==> config.mk <==
export PLATFORM = sky130hd
export DESIGN_NAME = xcvr_reset_responder
export DESIGN_NICKNAME = d
export VERILOG_FILES = /design/src/rtl/xcvr_reset_responder.sv
export SDC_FILE = /design/constraint.sdc
export NUM_CORES = 1
export LEC_CHECK = 0
export BUFFER_PORTS_ARGS = -buffer_cell sky130_fd_sc_hd__clkbuf_2
export CORE_ASPECT_RATIO = 1.75
export CORE_MARGIN = 4
export CORE_UTILIZATION = 30
export CTS_BUF_LIST = sky130_fd_sc_hd__clkbuf_8
export CTS_CLUSTER_DIAMETER = 80
export DETAILED_ROUTE_END_ITERATION = 16
export PLACE_DENSITY_LB_ADDON = 0.2
export SYNTH_ARGS = -nofsm -noshare
export SYNTH_HDL_FRONTEND = slang
export SYNTH_SLANG_ARGS = --single-unit
==> constraint.sdc <==
create_clock -name clock -period 1.4 [get_ports clock]
set_input_delay 0 -clock clock [delete_from_list [all_inputs] [get_ports clock]]
set_output_delay 0 -clock clock [all_outputs]
set_load 0.1 [all_outputs]
==> src/rtl/xcvr_reset_responder.sv <==
// Transceiver reset/calibration responder: fixed-latency reset acknowledgements, CAL -> PLL_WAIT -> READY sequence, CDR lock model.
// Optional macro XCVR_RESPONDER_RECAL_EN adds recal_req to restart calibration.
module xcvr_reset_responder #(
  parameter int CAL_CYCLES      = 64,
  parameter int PLL_LOCK_CYCLES = 32,
  parameter int STAT_DELAY      = 4,
  parameter int CDR_LOCK_CYCLES = 16
) (
  input  logic clock,
  input  logic reset_n,
  input  logic tx_analogreset,
  input  logic tx_digitalreset,
  input  logic rx_analogreset,
  input  logic rx_digitalreset,
  output logic tx_analogreset_stat,
  output logic tx_digitalreset_stat,
  output logic rx_analogreset_stat,
  output logic rx_digitalreset_stat,
  output logic pll_locked,
  output logic tx_cal_busy,
  output logic rx_cal_busy,
  output logic rx_is_lockedtodata
`ifdef XCVR_RESPONDER_RECAL_EN
  ,
  input  logic recal_req
`endif
);

  localparam logic [1:0] ST_CAL      = 2'd0;
  localparam logic [1:0] ST_PLL_WAIT = 2'd1;
  localparam logic [1:0] ST_READY    = 2'd2;

  localparam int SEQ_MAX = (CAL_CYCLES > PLL_LOCK_CYCLES) ? CAL_CYCLES : PLL_LOCK_CYCLES;
  localparam int SEQ_W   = $clog2(SEQ_MAX + 1);
  localparam int CDR_W   = $clog2(CDR_LOCK_CYCLES + 1);

  localparam logic [SEQ_W-1:0] CAL_LAST = SEQ_W'(CAL_CYCLES - 1);
  localparam logic [SEQ_W-1:0] PLL_LAST = SEQ_W'(PLL_LOCK_CYCLES - 1);
  localparam logic [CDR_W-1:0] CDR_FULL = CDR_W'(CDR_LOCK_CYCLES);
  localparam logic [CDR_W-1:0] CDR_LAST = CDR_W'(CDR_LOCK_CYCLES - 1);

  logic             recal;
  logic [1:0]       rst_sync;
  logic             run;
  logic [1:0]       state;
  logic [SEQ_W-1:0] seq_cnt;
  logic [3:0]       req;
  logic [3:0]       dly [STAT_DELAY];
  logic [CDR_W-1:0] cdr_cnt;
  logic             cdr_qual;

`ifdef XCVR_RESPONDER_RECAL_EN
  assign recal = recal_req;
`else
  assign recal = 1'b0;
`endif

  // Reset asserts asynchronously but the sequencer only starts two edges after release.
  always_ff @(posedge clock or negedge reset_n) begin
    if (!reset_n) rst_sync <= '0;
    else          rst_sync <= {rst_sync[0], 1'b1};
  end

  assign run = rst_sync[1];

  always_ff @(posedge clock or negedge reset_n) begin
    if (!reset_n) begin
      state   <= ST_CAL;
      seq_cnt <= '0;
    end else if (!run || recal) begin
      state   <= ST_CAL;
      seq_cnt <= '0;
    end else begin
      case (state)
        ST_CAL: begin
          if (seq_cnt == CAL_LAST) begin
            state   <= ST_PLL_WAIT;
            seq_cnt <= '0;
          end else begin
            seq_cnt <= seq_cnt + 1'b1;
          end
        end
        ST_PLL_WAIT: begin
          if (seq_cnt == PLL_LAST) begin
            state   <= ST_READY;
            seq_cnt <= '0;
          end else begin
            seq_cnt <= seq_cnt + 1'b1;
          end
        end
        ST_READY: seq_cnt <= '0;
        default: begin
          state   <= ST_CAL;
          seq_cnt <= '0;
        end
      endcase
    end
  end

  assign tx_cal_busy = (state == ST_CAL);
  assign rx_cal_busy = (state == ST_CAL);
  assign pll_locked  = (state == ST_READY);

  // One shift register per lane, all stepped together; filled with 1 so acks read "in reset".
  assign req = {tx_analogreset, tx_digitalreset, rx_analogreset, rx_digitalreset};

  always_ff @(posedge clock or negedge reset_n) begin
    if (!reset_n) begin
      for (int unsigned k = 0; k < STAT_DELAY; k++) dly[k] <= '1;
    end else begin
      dly[0] <= req;
      for (int unsigned k = 1; k < STAT_DELAY; k++) dly[k] <= dly[k-1];
    end
  end

  assign tx_analogreset_stat  = dly[STAT_DELAY-1][3];
  assign tx_digitalreset_stat = dly[STAT_DELAY-1][2];
  assign rx_analogreset_stat  = dly[STAT_DELAY-1][1];
  assign rx_digitalreset_stat = dly[STAT_DELAY-1][0];

  // Recal drops pll_locked on the same edge, so lock must be lost on that edge too.
  assign cdr_qual = pll_locked && !rx_analogreset_stat && !rx_cal_busy && !recal;

  always_ff @(posedge clock or negedge reset_n) begin
    if (!reset_n) begin
      cdr_cnt            <= '0;
      rx_is_lockedtodata <= 1'b0;
    end else if (!cdr_qual) begin
      cdr_cnt            <= '0;
      rx_is_lockedtodata <= 1'b0;
    end else begin
      if (cdr_cnt != CDR_FULL) cdr_cnt <= cdr_cnt + 1'b1;
      if (cdr_cnt >= CDR_LAST) rx_is_lockedtodata <= 1'b1;
    end
  end

endmodule

==> results.cfg, run 1 <==
[status]
status = finished with violations
violations = negative setup slack

[placed_design]
port_buffers = 13
gp_congestion = 0.806
placed_cells = 160
dpl.hpwl_um = 1540
place_area_um2 = 1450

[global_route]
grt-ovfl-total = 0
grt_antenna_before_repair = 0
gr-usage-all-layers_pct = 9.20
grt_pass1_wl_um = 3630
grt_max_degree = 34
grt_pass1_vias = 817

[layout]
diodes = 0
area_delta_synth_final_pct = 34.9
final_area_um2 = 1680
post-route-util_pct = 42.6
finish.net_count = 139
seq_area_um2 = 846
multi_input_area_um2 = 428
stdcell_count = 178
fillCellCount = 372
layout-drive-gt1-share_pct = 46.2

[pwr]
total_power_w = 0.00190
ir_drop_mv = 0.702
p_leak_nw = 0.720
p_per_area_nw_per_um2 = 1130

[clock_network]
htreeDepth = 2
clock-sinks = 33
root_buffer = clkbuf_8
tritoncts = built
clk_pin_slew_ns = 0.06
cts_inserted_buffers = 5
cts_buffer_depth = 2
clk_latency_ns = 0.28

[timing]
min_period_ns = 1.42
skew_ns = 0.00561
rsz0062_at_grt = true
final_hold_viol_count = 0
worst_slack_ns = -0.0171
worst_pin_slew_ns = 0.548
slew_headroom_pct = 63.6
slew_viol_final = 0
period_share_pct = 101
fmax_mhz = 706
setup_viol = 1

[yosys]
synth_top_area_cell = dfrtp_1
yosys_warnings = 0
syn-num-nets = 104
synth_top_cells_by_area = dfrtp_1, dfstp_2, ha_1
yosysUniqueCellTypes = 29
synth.avg_cell_area_um2 = 13.2
syn_inst = 94
yosys_register_bits = 33
synth_top_area_share_pct = 34.2
seq_area_frac_synth_pct = 67.9
netlist_area_um2 = 1240

[detailed_routing]
via_count = 809
first_iter_violations = 12
dr.pass1.iters = 4
viasPerCell = 4.54
drt.antenna.violating_nets = 0
finalWirelength_um = 2130
route.detailed.drc = 0
avgRoutedWirePerCell_um = 12.0

[floorplanning]
fp.dieH_um = 93.2
start_util_pct = 31.6
die_width_um = 56.7
fp-row-count = 30
ios = 14
core_um2 = 3940
dieArea_um2 = 5290

[worst_setup_path]
critPathRequiredTime_ns = 1.57
path_delay_family = compound AO/OA/AOI/OAI gates
max_stage_delay_ns = 0.39
worstPathMaxFanout = 5
startpoint_type = flip-flop
worstPathArrival_ns = 1.59
path_class = reg2reg
end_kind = flip-flop
crit_path_top_delay_cell = o32a_1
cp_cell_sequence = ha_2 -> nand4_1 -> o32a_1 -> a31o_1
cp.buffers_inverters = 0

[job]
max_cap_violations = 0

[min_path]
min_path_type = in2async
-- cells in the mapped netlist (all sizes together) --
master	count
dfrtp	17
dfstp	16
nor2	10
inv	6
a21oi	4
ha	4
nand3	4
xnor2	4
xor2	3
and2b	2
nand2b	2
nand4	2
nor2b	2
nor3	2
o21ai	2
a2111oi	1
a31o	1
a31oi	1
and3	1
and4	1
and4bb	1
buf	1
conb	1
mux2i	1
nand2	1
o31ai	1
o32a	1
or3	1
or3b	1
-- cell type report --
class                      count  share of cell area, %
clock buffer                   7                   5.74
clock inverter                 1                  0.298
inverter                       6                   1.34
multi-input combinational     54                   25.5
sequential                    33                   50.4
tap                           48                   3.58
timing repair buffer          29                   13.2
-- where the power goes --
group	total, W	switching, W	internal [W]
Clock	0.000758	0.000314	0.000444
Combinational	0.000124	0.0000834	0.0000402
Sequential	0.00102	0.0000147	0.00101
-- routing by layer --
metal	vias to the layer above	track usage (%)	wire (um)
met2	21	14.2	1110
met4	0	7.13	91
met1	390	10.2	833
li1	389	-	-
met5	-	0	0
met3	9	3.04	102
-- tightest hold or removal path: cells and delay by family --
| kind | cells | cell delay, ns |
|---|---|---|
| buffers and inverters | 3 | 0.98 |
-- cells by family (layout without fill, tap and decap cells) --
logic type | count (synthesis) | in the layout | share of synthesized area [%]
AO/OA/AOI/OAI | 11 | 11 | 6.23
XOR/XNOR | 7 | 7 | 4.92
adder cells (fa/ha/maj) | 4 | 4 | 4.02
buffers and inverters | 7 | 43 | 2.41
flip-flops | 33 | 33 | 67.9
multiplexers | 1 | 1 | 0.804
other | 1 | 1 | 0.301
AND/OR/NAND/NOR | 30 | 30 | 13.4
-- path summary, 6_finish.rpt --
path                                        from                    end  slack (ns)  cells past startpoint
setup / recovery            seq_cnt[0]$_DFF_PN0_   seq_cnt[5]$_DFF_PN0_       -0.02                      4
hold / removal                           reset_n   seq_cnt[6]$_DFF_PN0_        0.28                      3
setup reg to reg            seq_cnt[0]$_DFF_PN0_   seq_cnt[5]$_DFF_PN0_       -0.02                      4
hold reg to reg            rst_sync[0]$_DFF_PN0_  rst_sync[1]$_DFF_PN0_        0.34                      0
max in group asynchronous                reset_n      dly[13]$_DFF_PN1_        0.79                      3
min in group clock         rst_sync[0]$_DFF_PN0_  rst_sync[1]$_DFF_PN0_        0.34                      0
-- what timing repair did --
action                     4_1_cts  5_1_grt
setup endpoints to repair        2        7
gates cloned                     0        0
buffers inserted                 0        5
gates resized for setup          0       10
hold buffers                     5        0
pin swaps                        1        5
hold endpoints to repair        21        0
-- cells in the final DEF (no fill, tap or decap), types with 2 or more instances in the layout --
cell type      count
dfrtp_1           17
and2b_1            2
nand3_1            4
nor2_1             8
buf_4             12
inv_1              6
nand4_1            2
a21oi_1            3
dlygate4sd3_1      5
clkbuf_2          10
o21ai_0            2
xnor2_1            4
dfstp_2           16
ha_1               2
clkbuf_8           7
xor2_1             3
ha_2               2
-- flip-flops by register name, indices dropped and copies added (netlist names) --
name	cells
state	2
seq_cnt	7
cdr_cnt	5
rst_sync	2
rx_digitalreset_stat	1
dly	12
tx_analogreset_stat	1
rx_analogreset_stat	1
tx_digitalreset_stat	1
rx_is_lockedtodata	1
-- stage by stage --
step	setup TNS [ns]	setup slack, ns	hold slack, ns
floorplan	-0.00701	-0.00701	-0.296
global placement	0	0.0628	0.0407
detailed placement	-0.00384	-0.00384	0.0440
CTS	0	0.00313	0.294
global route	-0.201	-0.0848	0.321
finish	-0.0171	-0.0171	0.278
No activity file was read; power rests on OpenSTA's default activity.
==> run 2, diff against run 1 <==
--- a/config.mk
+++ b/config.mk
@@ -12,7 +12,7 @@
 export CTS_BUF_LIST = sky130_fd_sc_hd__clkbuf_8
 export CTS_CLUSTER_DIAMETER = 80
 export DETAILED_ROUTE_END_ITERATION = 16
-export PLACE_DENSITY_LB_ADDON = 0.2
+export PLACE_DENSITY_LB_ADDON = 0.12
 export SYNTH_ARGS = -nofsm -noshare
 export SYNTH_HDL_FRONTEND = slang
 export SYNTH_SLANG_ARGS = --single-unit
==> run 2 against run 1 <==
- the flow now finishes without violations
- register-to-register slack gained 0.03 ns
- sequential cell count is the same
- cell area shrank 0.37%
- cell count shrank 1.1%
- global-route usage grew 0.34 points
- die area is the same
- sequential share of layout area grew 0.19 points
- fmax grew 2.3%
==> results.cfg, run 2 (synthesized netlist as in run 1, its figures left out) <==
[worst_setup_path]
worstPathArrival_ns = 1.60
cp_cell_sequence = ha_2 -> nand4_1 -> buf_4 -> or3_1 -> a21oi_2
end_kind = flip-flop
r2r_cells = 5
rr_startpoint = seq_cnt[0]$_DFF_PN0_
r2r_slack_ns = 0.01
startpoint_type = flip-flop
worstPathMaxFanout = 3
crit_path_top_delay_cell = dfrtp_1
path_class = reg2reg
r2r-end = state[0]$_DFFE_PN0P_
max_stage_delay_ns = 0.36
critPathRequiredTime_ns = 1.61

[layout]
post-route-util_pct = 42.4
layout_common_cells = dfrtp_1, dfstp_2, buf_4
layout-drive-gt1-share_pct = 45.3
area_delta_synth_final_pct = 34.4
diodes = 0
final_area_um2 = 1670
regMostFlops = dly
reg_top3 = dly: 12 flops, seq_cnt: 7 flops, cdr_cnt: 5 flops
final_common_cell = dfrtp_1
finish.net_count = 137
largest_reg_flops = 12

[global_route]
met3_usage_pct = 2.90
grt_util_met2_pct = 16.3
busiest_layer = met2
grt-ovfl-total = 0
grt_pass1_vias = 818
grt_max_degree = 34
grt_pass1_wl_um = 3690
gr-usage-all-layers_pct = 9.54
grt_antenna_before_repair = 0
use_met1_pct = 9.43

[clock_network]
clk_pin_slew_ns = 0.07
root_buffer = clkbuf_8
clock-sinks = 33
clk_latency_ns = 0.28
htreeDepth = 2
cts_inserted_buffers = 5
tritoncts = built
cts_buffer_depth = 2

[pwr]
p_sw_w = 0.000451
p_leak_nw = 0.710
pwr-share-clk_pct = 43.8
seqPwrFrac_pct = 50.3
p_per_area_nw_per_um2 = 1210
internal_power_w = 0.00158
p_comb_share_pct = 5.9
ir_drop_mv = 1.09
p_sw_share_pct = 22.2

[min_path]
min_path_type = in2async

[timing]
period_share_pct = 98.9
rsz0062_at_grt = true
min_period_ns = 1.39
skew_ns = 0.00534
setup_viol = 0
final_hold_viol_count = 0
slew_headroom_pct = 63.9
worst_pin_slew_ns = 0.543
fmax_mhz = 722
slew_viol_final = 0

[status]
status = complete, no violations

[job]
max_cap_violations = 0

[placed_design]
port_buffers = 13
dpl.hpwl_um = 1450
gp_congestion = 0.730
place_area_um2 = 1450

[detailed_routing]
first_iter_violations = 1
dr.pass1.iters = 2
drt.antenna.violating_nets = 0
finalWirelength_um = 2120
viasPerCell = 4.45
route.detailed.drc = 0
via_count = 783
avgRoutedWirePerCell_um = 12.1

[floorplanning]
dieArea_um2 = 5290
die_width_um = 56.7
fp-row-count = 30
fp.dieH_um = 93.2
core_um2 = 3940
ios = 14
start_util_pct = 31.6
[run 2: timing repair]
action / in CTS / in global routing
cloned: 0 / 0
pin swaps: 1 / 4
buffers inserted: 1 / 2
hold buffers: 5 / 0
endpoints found under the hold margin: 21 / 0
setup endpoints to repair: 3 / 6
resized for setup: 2 / 9
[run 2: layout make-up]
type | count | area, um2
clock inverters | 3 | 45.0
repair buffers | 27 | 203
fillers | 385 | 2270
multi-input cells | 54 | 428
inverters | 6 | 22.5
flip-flops and latches | 33 | 846
clock buffers | 5 | 68.8
well taps | 48 | 60.1
[run 2: per-layer routing]
layer,vias up,wire length [um]
li1,379,-
met1,383,767
met2,14,1200
met3,7,82
met4,0,68
met5,-,0
[run 2: power groups by stage]
stage / clock (W) / combinational [W] / sequential [W]
finish: 0.000888 / 0.000120 / 0.00102
detailed placement: 0 / 0.000104 / 0.00104
global route: 0.000967 / 0.000131 / 0.00102
floorplan: 0 / 0.0000190 / 0.00108
global placement: 0 / 0.000104 / 0.00103
CTS: 0.000927 / 0.000117 / 0.00102
[run 2: worst max path at each step]
stage,start,end
after floorplan,state[0]$_DFFE_PN0P_,cdr_cnt[2]$_DFFE_PN0P_
after global placement,seq_cnt[0]$_DFF_PN0_,seq_cnt[5]$_DFF_PN0_
after CTS,seq_cnt[0]$_DFF_PN0_,seq_cnt[5]$_DFF_PN0_
after detailed placement,seq_cnt[0]$_DFF_PN0_,seq_cnt[5]$_DFF_PN0_
final,seq_cnt[0]$_DFF_PN0_,state[0]$_DFFE_PN0P_
after global routing,seq_cnt[0]$_DFF_PN0_,state[0]$_DFFE_PN0P_
[run 2: stage by stage]
step,setup slack [ns],power [W],hold WS [ns],TNS (ns),instances
after CTS,0.00540,0.00206,0.274,0,174
after global placement,0.0236,0.00114,0.0437,0,160
after global routing,-0.0468,0.00212,0.293,-0.0548,176
after detailed placement,-0.0102,0.00114,0.0444,-0.0102,160
after floorplan,-0.00701,0.00110,-0.296,-0.00701,94
final,0.0149,0.00203,0.265,0,176
[run 2: worst max-delay path: cells and delay by family (launching register included)]
kind                     cells  cell delay [ns]
AO/OA/AOI/OAI                1             0.11
adder cells (fa/ha/maj)      1             0.20
buffers and inverters        1             0.18
flip-flops                   1             0.36
AND/OR/NAND/NOR              2             0.47
